--- src/rtl/ssg_env_pkg.sv ---
// ssg_env_pkg: shared constants and types for the multi-channel envelope generator.
//   - register address constants (reg_addr encoding)
//   - shape bit positions inside the 4-bit shape register {CONT, ATT, ALT, HOLD}
//   - shape_t packed struct overlaying those bits
package ssg_env_pkg;

    // Register select values
    localparam logic [1:0] AddrPeriodLo = 2'd0;
    localparam logic [1:0] AddrPeriodHi = 2'd1;
    localparam logic [1:0] AddrShape    = 2'd2;
    localparam logic [1:0] AddrReserved = 2'd3;

    // Shape bit positions
    localparam int unsigned ShapeHoldBit = 0;
    localparam int unsigned ShapeAltBit  = 1;
    localparam int unsigned ShapeAttBit  = 2;
    localparam int unsigned ShapeContBit = 3;

    // Field order matches the bit positions above (MSB first)
    typedef struct packed {
        logic cont;
        logic att;
        logic alt;
        logic hold;
    } shape_t;

endpackage

--- src/rtl/ssg_env_unit.sv ---
// ssg_env_unit: one envelope channel.
// Ports:
//   clk, reset        system clock, synchronous active-high reset
//   enable_i          prescaled envelope tick strobe
//   wr_period_lo_i    write strobe for period[7:0]
//   wr_period_hi_i    write strobe for period[15:8]
//   wr_shape_i        write strobe for shape (restarts the envelope)
//   wdata_i           write data
//   period_o          current 16-bit period (readback)
//   shape_o           current 4-bit shape (readback)
//   level_o           registered envelope level
//   hold_o            1 = stopped or holding
module ssg_env_unit
    import ssg_env_pkg::*;
#(
    parameter int unsigned ENV_BITS = 5
) (
    input  logic                clk,
    input  logic                reset,
    input  logic                enable_i,
    input  logic                wr_period_lo_i,
    input  logic                wr_period_hi_i,
    input  logic                wr_shape_i,
    input  logic [7:0]          wdata_i,
    output logic [15:0]         period_o,
    output logic [3:0]          shape_o,
    output logic [ENV_BITS-1:0] level_o,
    output logic                hold_o
);

    localparam logic [ENV_BITS-1:0] Max  = '1;
    localparam logic [ENV_BITS-1:0] Zero = '0;
    localparam logic [ENV_BITS-1:0] One  = 1;

    logic [15:0]         period_q, period_d;
    shape_t              shape_q, shape_d;
    logic [15:0]         cnt_q, cnt_d;
    logic [ENV_BITS-1:0] step_q, step_d;
    logic                attack_q, attack_d;
    logic                hold_q, hold_d;
    logic [ENV_BITS-1:0] level_q, level_d;

    logic [15:0] peff;
    logic [16:0] cnt_inc;

    always_comb begin
        period_d = period_q;
        shape_d  = shape_q;
        cnt_d    = cnt_q;
        step_d   = step_q;
        attack_d = attack_q;
        hold_d   = hold_q;
        level_d  = level_q;

        peff    = (period_q == 16'd0) ? 16'd1 : period_q;
        cnt_inc = {1'b0, cnt_q} + 17'd1;

        // Period writes never restart the envelope
        if (wr_period_lo_i) begin
            period_d[7:0] = wdata_i;
        end
        if (wr_period_hi_i) begin
            period_d[15:8] = wdata_i;
        end

        // A shape write wins over a coincident tick: restart only
        if (wr_shape_i) begin
            shape_d  = shape_t'(wdata_i[3:0]);
            cnt_d    = 16'd0;
            step_d   = Zero;
            attack_d = shape_d.att;
            hold_d   = 1'b0;
            level_d  = shape_d.att ? Zero : Max;
        end else if (enable_i && !hold_q) begin
            // >= so a period shrunk below the running count steps on the next tick
            if (cnt_inc >= {1'b0, peff}) begin
                cnt_d = 16'd0;
                if (step_q == Max) begin
                    if (!shape_q.cont) begin
                        hold_d  = 1'b1;
                        level_d = Zero;
                    end else if (shape_q.hold) begin
                        hold_d  = 1'b1;
                        level_d = (shape_q.att ^ shape_q.alt) ? Max : Zero;
                    end else if (shape_q.alt) begin
                        attack_d = !attack_q;
                        step_d   = Zero;
                        level_d  = attack_d ? Zero : Max;
                    end else begin
                        step_d  = Zero;
                        level_d = attack_q ? Zero : Max;
                    end
                end else begin
                    step_d  = step_q + One;
                    level_d = attack_q ? step_d : (Max - step_d);
                end
            end else begin
                cnt_d = cnt_inc[15:0];
            end
        end
    end

    always_ff @(posedge clk) begin
        if (reset) begin
            period_q <= 16'd0;
            shape_q  <= '0;
            cnt_q    <= 16'd0;
            step_q   <= Zero;
            attack_q <= 1'b0;
            hold_q   <= 1'b1;
            level_q  <= Zero;
        end else begin
            period_q <= period_d;
            shape_q  <= shape_d;
            cnt_q    <= cnt_d;
            step_q   <= step_d;
            attack_q <= attack_d;
            hold_q   <= hold_d;
            level_q  <= level_d;
        end
    end

    assign period_o = period_q;
    assign shape_o  = shape_q;
    assign level_o  = level_q;
    assign hold_o   = hold_q;

endmodule

--- src/rtl/ssg_env_multi.sv ---
// ssg_env_multi: CH_NUM independent SSG-style envelope generators behind a small
// register interface.
// Optional feature macro: SSG_ENV_READBACK_EN enables register readback; without it
// rdata/rdata_en are constant 0 and reg_rd is ignored.
// Ports:
//   clk, reset     system clock, synchronous active-high reset
//   enable         prescaled envelope tick strobe (one clk wide)
//   reg_wr         register write strobe
//   reg_ch         target channel (>= CH_NUM is ignored)
//   reg_addr       0 period low, 1 period high, 2 shape, 3 reserved
//   reg_wdata      write data
//   reg_rd         readback strobe
//   rdata          readback data, one clk after reg_rd
//   rdata_en       readback valid
//   env_level      per-channel level, channel n at [n*ENV_BITS +: ENV_BITS]
//   env_hold       per-channel stopped/holding flag
module ssg_env_multi
    import ssg_env_pkg::*;
#(
    parameter int unsigned CH_NUM   = 3,
    parameter int unsigned ENV_BITS = 5
) (
    input  logic                       clk,
    input  logic                       reset,
    input  logic                       enable,
    input  logic                       reg_wr,
    input  logic [2:0]                 reg_ch,
    input  logic [1:0]                 reg_addr,
    input  logic [7:0]                 reg_wdata,
    input  logic                       reg_rd,
    output logic [7:0]                 rdata,
    output logic                       rdata_en,
    output logic [CH_NUM*ENV_BITS-1:0] env_level,
    output logic [CH_NUM-1:0]          env_hold
);

    logic [CH_NUM-1:0][15:0] period_all;
    logic [CH_NUM-1:0][3:0]  shape_all;

    // Channels >= CH_NUM match no generate index, so such writes fall away
    for (genvar i = 0; i < CH_NUM; i++) begin : g_ch
        logic sel;
        assign sel = reg_wr && (reg_ch == 3'(i));

        ssg_env_unit #(
            .ENV_BITS(ENV_BITS)
        ) u_unit (
            .clk           (clk),
            .reset         (reset),
            .enable_i      (enable),
            .wr_period_lo_i(sel && (reg_addr == AddrPeriodLo)),
            .wr_period_hi_i(sel && (reg_addr == AddrPeriodHi)),
            .wr_shape_i    (sel && (reg_addr == AddrShape)),
            .wdata_i       (reg_wdata),
            .period_o      (period_all[i]),
            .shape_o       (shape_all[i]),
            .level_o       (env_level[i*ENV_BITS +: ENV_BITS]),
            .hold_o        (env_hold[i])
        );
    end

`ifdef SSG_ENV_READBACK_EN
    logic [7:0] rd_mux;
    logic [7:0] rdata_q;
    logic       rdata_en_q;

    always_comb begin
        rd_mux = 8'h00;
        for (int unsigned i = 0; i < CH_NUM; i++) begin
            if (reg_ch == 3'(i)) begin
                case (reg_addr)
                    AddrPeriodLo: rd_mux = period_all[i][7:0];
                    AddrPeriodHi: rd_mux = period_all[i][15:8];
                    AddrShape:    rd_mux = {4'd0, shape_all[i]};
                    default:      rd_mux = 8'h00;
                endcase
            end
        end
    end

    always_ff @(posedge clk) begin
        if (reset) begin
            rdata_q    <= 8'h00;
            rdata_en_q <= 1'b0;
        end else begin
            rdata_q    <= reg_rd ? rd_mux : 8'h00;
            rdata_en_q <= reg_rd;
        end
    end

    assign rdata    = rdata_q;
    assign rdata_en = rdata_en_q;
`else
    logic unused_rb;
    assign unused_rb = reg_rd ^ (^period_all) ^ (^shape_all);

    assign rdata    = 8'h00;
    assign rdata_en = 1'b0;
`endif

endmodule
--- config.mk ---
export PLATFORM = sky130hd
export DESIGN_NAME = ssg_env_multi
export DESIGN_NICKNAME = d
export VERILOG_FILES = /design/src/rtl/ssg_env_pkg.sv /design/src/rtl/ssg_env_unit.sv /design/src/rtl/ssg_env_multi.sv
export SDC_FILE = /design/constraint.sdc
export NUM_CORES = 1
export LEC_CHECK = 0
export ABC_AREA = 1
export CORE_MARGIN = 1.5
export CORE_UTILIZATION = 50
export DETAILED_ROUTE_END_ITERATION = 16
export HOLD_SLACK_MARGIN = 0.06
export PLACE_DENSITY = 0.74
export SLEW_MARGIN = 20
export SYNTH_ARGS = -nofsm -noshare
export SYNTH_HDL_FRONTEND = slang
export SYNTH_HIERARCHICAL = 1
export SYNTH_SLANG_ARGS = --single-unit
export TNS_END_PERCENT = 100
--- constraint.sdc ---
create_clock -name clk -period 3.2 [get_ports clk]
set_clock_uncertainty 0.15 [all_clocks]
set_input_delay 0.64 -clock clk [delete_from_list [all_inputs] [get_ports clk]]
set_output_delay 0.64 -clock clk [all_outputs]
set_load 0.01 [all_outputs]
**Yosys cells after proc, flatten, opt, wreduce, memory -nomap -nowiden**

Index checks and enable logic that the tools add are counted.

- Output and inout bits: 27
- Bits in registers: 144

- Order comparisons: 3
- Bitwise logic cells: 3
- Mux-type cells: 88
- Equality and inequality tests: 19
- Reduce and logical (&&, ||, !) cells: 56
- Add/sub/neg operators: 9

Operators with widths:

| kind | number |
|---|---|
| two-way mux 5 bit | 43 |
| two-way mux 16 bit | 6 |
| adder 16 x 1 -> 17 bit (second input constant) | 3 |
| >= comparator 17 x 16 -> 1 bit | 3 |
| logical NOT 16 bit | 3 |
| two-way mux 1 bit | 39 |
| nonzero test 2 bit | 15 |
| AND reduction 4 bit | 6 |
| AND reduction 6 bit | 3 |
| adder 5 x 1 -> 5 bit (second input constant) | 3 |
| equality test 5 bit (second input constant) | 3 |
| logical AND 1 bit | 15 |
| subtractor 5 bit (first input constant) | 3 |
| inequality test 2 x 1 -> 1 bit (second input constant) | 6 |
| inequality test 3 x 2 -> 1 bit (second input constant) | 3 |
| logical NOT 1 bit | 6 |
| inequality test 2 bit (second input constant) | 3 |
| AND reduction 2 bit | 3 |
| OR reduction 2 bit | 3 |
| equality test 3 x 1 -> 1 bit (second input constant) | 1 |
| equality test 3 x 2 -> 1 bit (second input constant) | 1 |
| logical NOT 3 bit | 1 |
| bitwise XOR 1 bit | 3 |
| equality test 2 x 1 -> 1 bit (second input constant) | 1 |
| 2 further kinds | 2 |

**Logic depth before layout (Yosys ltp)**

- Depth in word-level cells: 8
- Mapped depth: 20

**By module**

Netlist, hierarchy kept.

By module, submodules not included:

| module | area an instance (sq um) | cells each | times used | seq. area each (sq um) |
|---|---|---|---|---|
| ssg_env_unit at g_ch[0].u_unit | 2,844.0 | 400 | 1 | 960.9 |
| ssg_env_unit at g_ch[2].u_unit | 2,837.7 | 404 | 1 | 960.9 |
| ssg_env_unit at g_ch[1].u_unit | 2,798.9 | 394 | 1 | 960.9 |
| ssg_env_multi | 163.9 | 34 | 1 | 0.0 |

**Least setup slack after synthesis**

No wires, ideal clock.

- Path type: reg-to-reg
- Start point: reg g_ch[0].u_unit.cnt_q[0]
- End point: reg g_ch[0].u_unit.level_q[0]
- Stages on the path, launching flop included: 21
- Period minus slack after synthesis: 2.752 ns
- Arrival time: 2.489 ns
- Data required time: 2.937 ns
- Setup time: 0.113 ns
- Path slack: 0.448 ns
- Cells stage by stage: dfxtp_1 -> ha_1 -> nand2_1 -> nor2_1 -> nand2_2 -> inv_2 -> nand2_1 -> nor2_1 -> xor2_1 -> ha_1 -> a21oi_1 -> nor2_1 -> nor2_1 -> nand3_2 -> nor2_4 -> nand2_2 -> buf_6 -> nand2_1 -> nand2_2 -> nor2_1 -> nor2_1

- Longest elaborated chain between the ends: 4

Ends and longest elaborated chain:

| item | line | RTL |
|---|---|---|
| start, declared | ssg_env_unit.sv:37 | `logic [15:0] cnt_q, cnt_d;` |
| start signal, assigned | ssg_env_unit.sv:115 | `cnt_q <= cnt_d;` |
| adder 16 x 1 -> 17 bit | ssg_env_unit.sv:56 | `cnt_inc = {1'b0, cnt_q} + 17'd1;` |
| >= comparator 17 x 16 -> 1 bit | ssg_env_unit.sv:76 | `if (cnt_inc >= {1'b0, peff}) begin` |
| nonzero test 2 bit (no line) | n/a |  |
| AND reduction 2 bit (no line) | n/a |  |
| end signal, assigned | ssg_env_unit.sv:111 | `level_q <= Zero;` |
| end signal, assigned | ssg_env_unit.sv:119 | `level_q <= level_d;` |
| end, declared | ssg_env_unit.sv:41 | `logic [ENV_BITS-1:0] level_q, level_d;` |

Every way passes these cells.
A chain may end at the register's enable or synchronous reset.

**Worst setup path in the final report**

- Start point: reg g_ch[1].u_unit.cnt_q[0]
- End point: reg g_ch[1].u_unit.step_q[4]

- Longest elaborated chain between the ends: 3

Ends and longest elaborated chain:

| item | line | RTL |
|---|---|---|
| start, declared | ssg_env_unit.sv:37 |  |
| start signal, assigned | ssg_env_unit.sv:115 |  |
| adder 16 x 1 -> 17 bit | ssg_env_unit.sv:56 |  |
| >= comparator 17 x 16 -> 1 bit | ssg_env_unit.sv:76 |  |
| AND reduction 4 bit (no line) | n/a |  |
| end signal, assigned | ssg_env_unit.sv:108 | `step_q <= Zero;` |
| end signal, assigned | ssg_env_unit.sv:116 | `step_q <= step_d;` |
| end, declared | ssg_env_unit.sv:38 | `logic [ENV_BITS-1:0] step_q, step_d;` |

Every way passes these cells.

==> impl_metrics.env <==
export IMPL_cts_buffers=17
export IMPL_antenna_found_initial=0
export IMPL_drc_errors=0
export IMPL_ctsRootBufferMaster="clkbuf_16"
export IMPL_overflow=0
export IMPL_synthesis_area_per_instance_um2=7.02
export IMPL_clk_pin_slew_ps=60
export IMPL_dr_pass1_iters=5
export IMPL_status="completed"
export IMPL_max_slew_margin_pct=54.5
export IMPL_synth_top_area_share_pct=33.3
export IMPL_core_mm2=0.0168
export IMPL_nets=1356
export IMPL_yosys_warnings=6
export IMPL_synth_enable_flop_cells=0
export IMPL_hold_path_class="reg -> reg"
export IMPL_grt_usage_pct=22.3
export IMPL_startpoint="g_ch[1].u_unit/cnt_q[0]$_SDFFE_PP0P_"
export IMPL_die_h_um=134
export IMPL_reg2reg_depth=16
export IMPL_fmax_mhz=335
export IMPL_yosysUniqueCellTypes=43
export IMPL_yosysTopAreaCell="dfxtp_1"
export IMPL_hpwl_um=14400
export IMPL_synth_async_sr_flop_share_pct=0
export IMPL_fillers=1572
export IMPL_tritoncts="yes"
export IMPL_worst_ep_required_time_ps=3380
export IMPL_setup_tns_ps=0
export IMPL_drt_first_iter_violations=506
export IMPL_via_per_inst=5.20
export IMPL_period_share_pct=93.4
export IMPL_endpoint="g_ch[1].u_unit/step_q[4]$_SDFFE_PP0P_"
export IMPL_ant_nets=0
export IMPL_fin_util_pct=59.3
export IMPL_ir_drop_v=0.000390
export IMPL_hold_viol=0
export IMPL_area_growth_pct=14.9
export IMPL_worst_pin_slew_ps=682
export IMPL_cp_max_fo=6
export IMPL_power_density_mw_per_mm2=418
export IMPL_syn_area_mm2=0.00864
export IMPL_critPathLaunchType="flop"
export IMPL_r2r_end="g_ch[1].u_unit/step_q[4]$_SDFFE_PP0P_"
export IMPL_boundaryPins=45
export IMPL_routabilityCongestion=0.904
export IMPL_clkLatencyLatePin_ps=420
export IMPL_path_class="reg -> reg"
export IMPL_initial_core_util_pct=51.6
export IMPL_cts_num_sinks=144
export IMPL_dieWidth_um=134
export IMPL_num_rows=47
export IMPL_grt_pass1_wl_um=32700
export IMPL_grt_pass1_vias=6921
export IMPL_reg2reg_slack_ps=210
export IMPL_yosys_cell_count_top_type="nand2_1"
export IMPL_portBuffers=34
export IMPL_ys_flop_type="dfxtp_1"
export IMPL_grt_max_degree=27
export IMPL_slew_viol_final=0
export IMPL_routed_wl_um=19700
export IMPL_htreeDepth=4
export IMPL_drive_gt1_share_pct=11.7
export IMPL_cts_buffer_depth=2
export IMPL_synth_common_cells="268 x nand2_1, 144 x dfxtp_1, 134 x inv_1, 134 x nor2_1, 125 x a21oi_1"
export IMPL_worstPathArrival_ps=3170
export IMPL_netlist_instances=1232
export IMPL_wl_per_cell_um=13.0
export IMPL_worstReg2RegStart="g_ch[1].u_unit/cnt_q[0]$_SDFFE_PP0P_"
export IMPL_leakagePower_uw=0.00419
export IMPL_end_kind="flop"
export IMPL_synth_yosys_seq_area_share_pct=33.3
export IMPL_synth_seq_cells=144
export IMPL_cap_violations=0
export IMPL_synth_area_leaders="dfxtp_1 33%, nand2_1 12%, ha_1 8.3%, a21oi_1 7.2%, inv_1 5.8%"
export IMPL_min_period_ps=2990
export IMPL_antenna_cells=0
export IMPL_vias=7877
export IMPL_setup_violations_final=0
export IMPL_die_area_mm2=0.0181
[worst min path at each step]
stage | startpoint | end | slack (ps) | cells past startpoint
after floorplan | g_ch[0].u_unit/shape_o[2]$_SDFFE_PP0P_ | g_ch[0].u_unit/shape_o[2]$_SDFFE_PP0P_ | 280 | 1
after global placement | g_ch[0].u_unit/shape_o[2]$_SDFFE_PP0P_ | g_ch[0].u_unit/shape_o[2]$_SDFFE_PP0P_ | 290 | 1
after detailed placement | g_ch[0].u_unit/shape_o[2]$_SDFFE_PP0P_ | g_ch[0].u_unit/shape_o[2]$_SDFFE_PP0P_ | 290 | 1
after CTS | g_ch[0].u_unit/shape_o[2]$_SDFFE_PP0P_ | g_ch[0].u_unit/shape_o[2]$_SDFFE_PP0P_ | 310 | 1
after global routing | g_ch[0].u_unit/shape_o[2]$_SDFFE_PP0P_ | g_ch[0].u_unit/shape_o[2]$_SDFFE_PP0P_ | 330 | 1
final | g_ch[0].u_unit/shape_o[2]$_SDFFE_PP0P_ | g_ch[0].u_unit/shape_o[2]$_SDFFE_PP0P_ | 300 | 1
[repair_timing]
action | CTS | global route
endpoints found under the hold margin | 0 | 0
hold buffers | 0 | 0
gates resized for setup | 0 | 13
setup buffers | 0 | 4
setup endpoints to repair | 0 | 63
[per-stage QoR]
step                      instances  worst slack, ps  power, uW  hold slack, ps  instance area, um2
after floorplan                1240              448       2060             278                8670
after global placement         1478              212       2150             294                9240
after detailed placement       1478              159       2150             293                9240
after CTS                      1510              138       4190             307                9850
after global routing           1514            -14.2       4310             335                9930
final                          1514              212       4150             305                9930
[cells by family (layout without fill, tap and decap cells)]
| family | Yosys count | count (layout) | synth area share, % |
|---|---|---|---|
| simple gates | 565 | 565 | 29.6 |
| compound gates | 245 | 245 | 15.9 |
| buf+inv | 178 | 232 | 8.66 |
| flops | 144 | 144 | 33.3 |
| fa+ha+maj | 57 | 57 | 8.25 |
| xor+xnor | 42 | 42 | 4.26 |
| other cells | 1 | 9 | 0.0434 |
[layout by cell type (no fill, tap or decap), types with 3 or more instances in the layout]
master             n
nand2_1          268
dfxtp_1          142
inv_1            134
nor2_1           131
a21oi_1          124
o21ai_0           78
nand3_1           57
ha_1              57
nand2_2           39
clkdlybuf4s50_1   34
nand4_1           33
xor2_1            25
buf_4             24
a21oi_2           23
clkbuf_16         17
xnor2_1           14
conb_1             9
nor2_4             7
nor2_2             5
nor4_1             5
clkinv_1           5
o41ai_1            4
nand3_2            4
nor3_1             4
clkinvlp_4         3
bufinv_16          3
o21bai_1           3
a21o_1             3
nand3b_1           3
o211ai_1           3
a31o_2             3
[report_power, final]
group	internal, uW	switching [uW]
combinational	105	194
sequential	1810	9.22
clock	1250	781
total	3160	984
[area by class of cell]
cell class                 count  area, um2  share of cell area, %
multi-input combinational    918       5100                   51.3
sequential                   144       2890                   29.0
timing repair buffer          59        541                   5.44
inverter                     141        529                   5.33
clock buffer                  20        447                   4.50
tap                          220        275                   2.77
clock inverter                12        158                   1.59
[sequential cells by signal, indices dropped and copies added, names as in the netlist]
signal,count
g_ch.u_unit/attack_q,3
g_ch.u_unit/period_o,48
g_ch.u_unit/step_q,15
g_ch.u_unit/level_o,15
g_ch.u_unit/shape_o,12
g_ch.u_unit/cnt_q,48
g_ch.u_unit/hold_o,3
[routing by layer]
metal  GRT usage [%]  part of all wire (%)  vias up
met1            29.7                    48     3570
li1                -                     -     4133
met3            4.17                   4.1       18
met5               0                     0        -
met2            36.6                    46      156
met4            6.63                   1.6        0
[critical path, cell delays in order (launching register included)]
cell and delay [ps]:
dfxtp_1 400, ha_1 210, nand2_1 110, nor2_4 140, nand3_1 150, nor2_2 140, xor2_2 100, ha_1 350
nand2_1 80, nor2_1 90, nand2_1 50, o21ai_0 210, nand2_1 140, nand3_4 160, buf_4 170, nand4_1 80
a21oi_1 170
No activity file was read; power rests on OpenSTA's default activity.
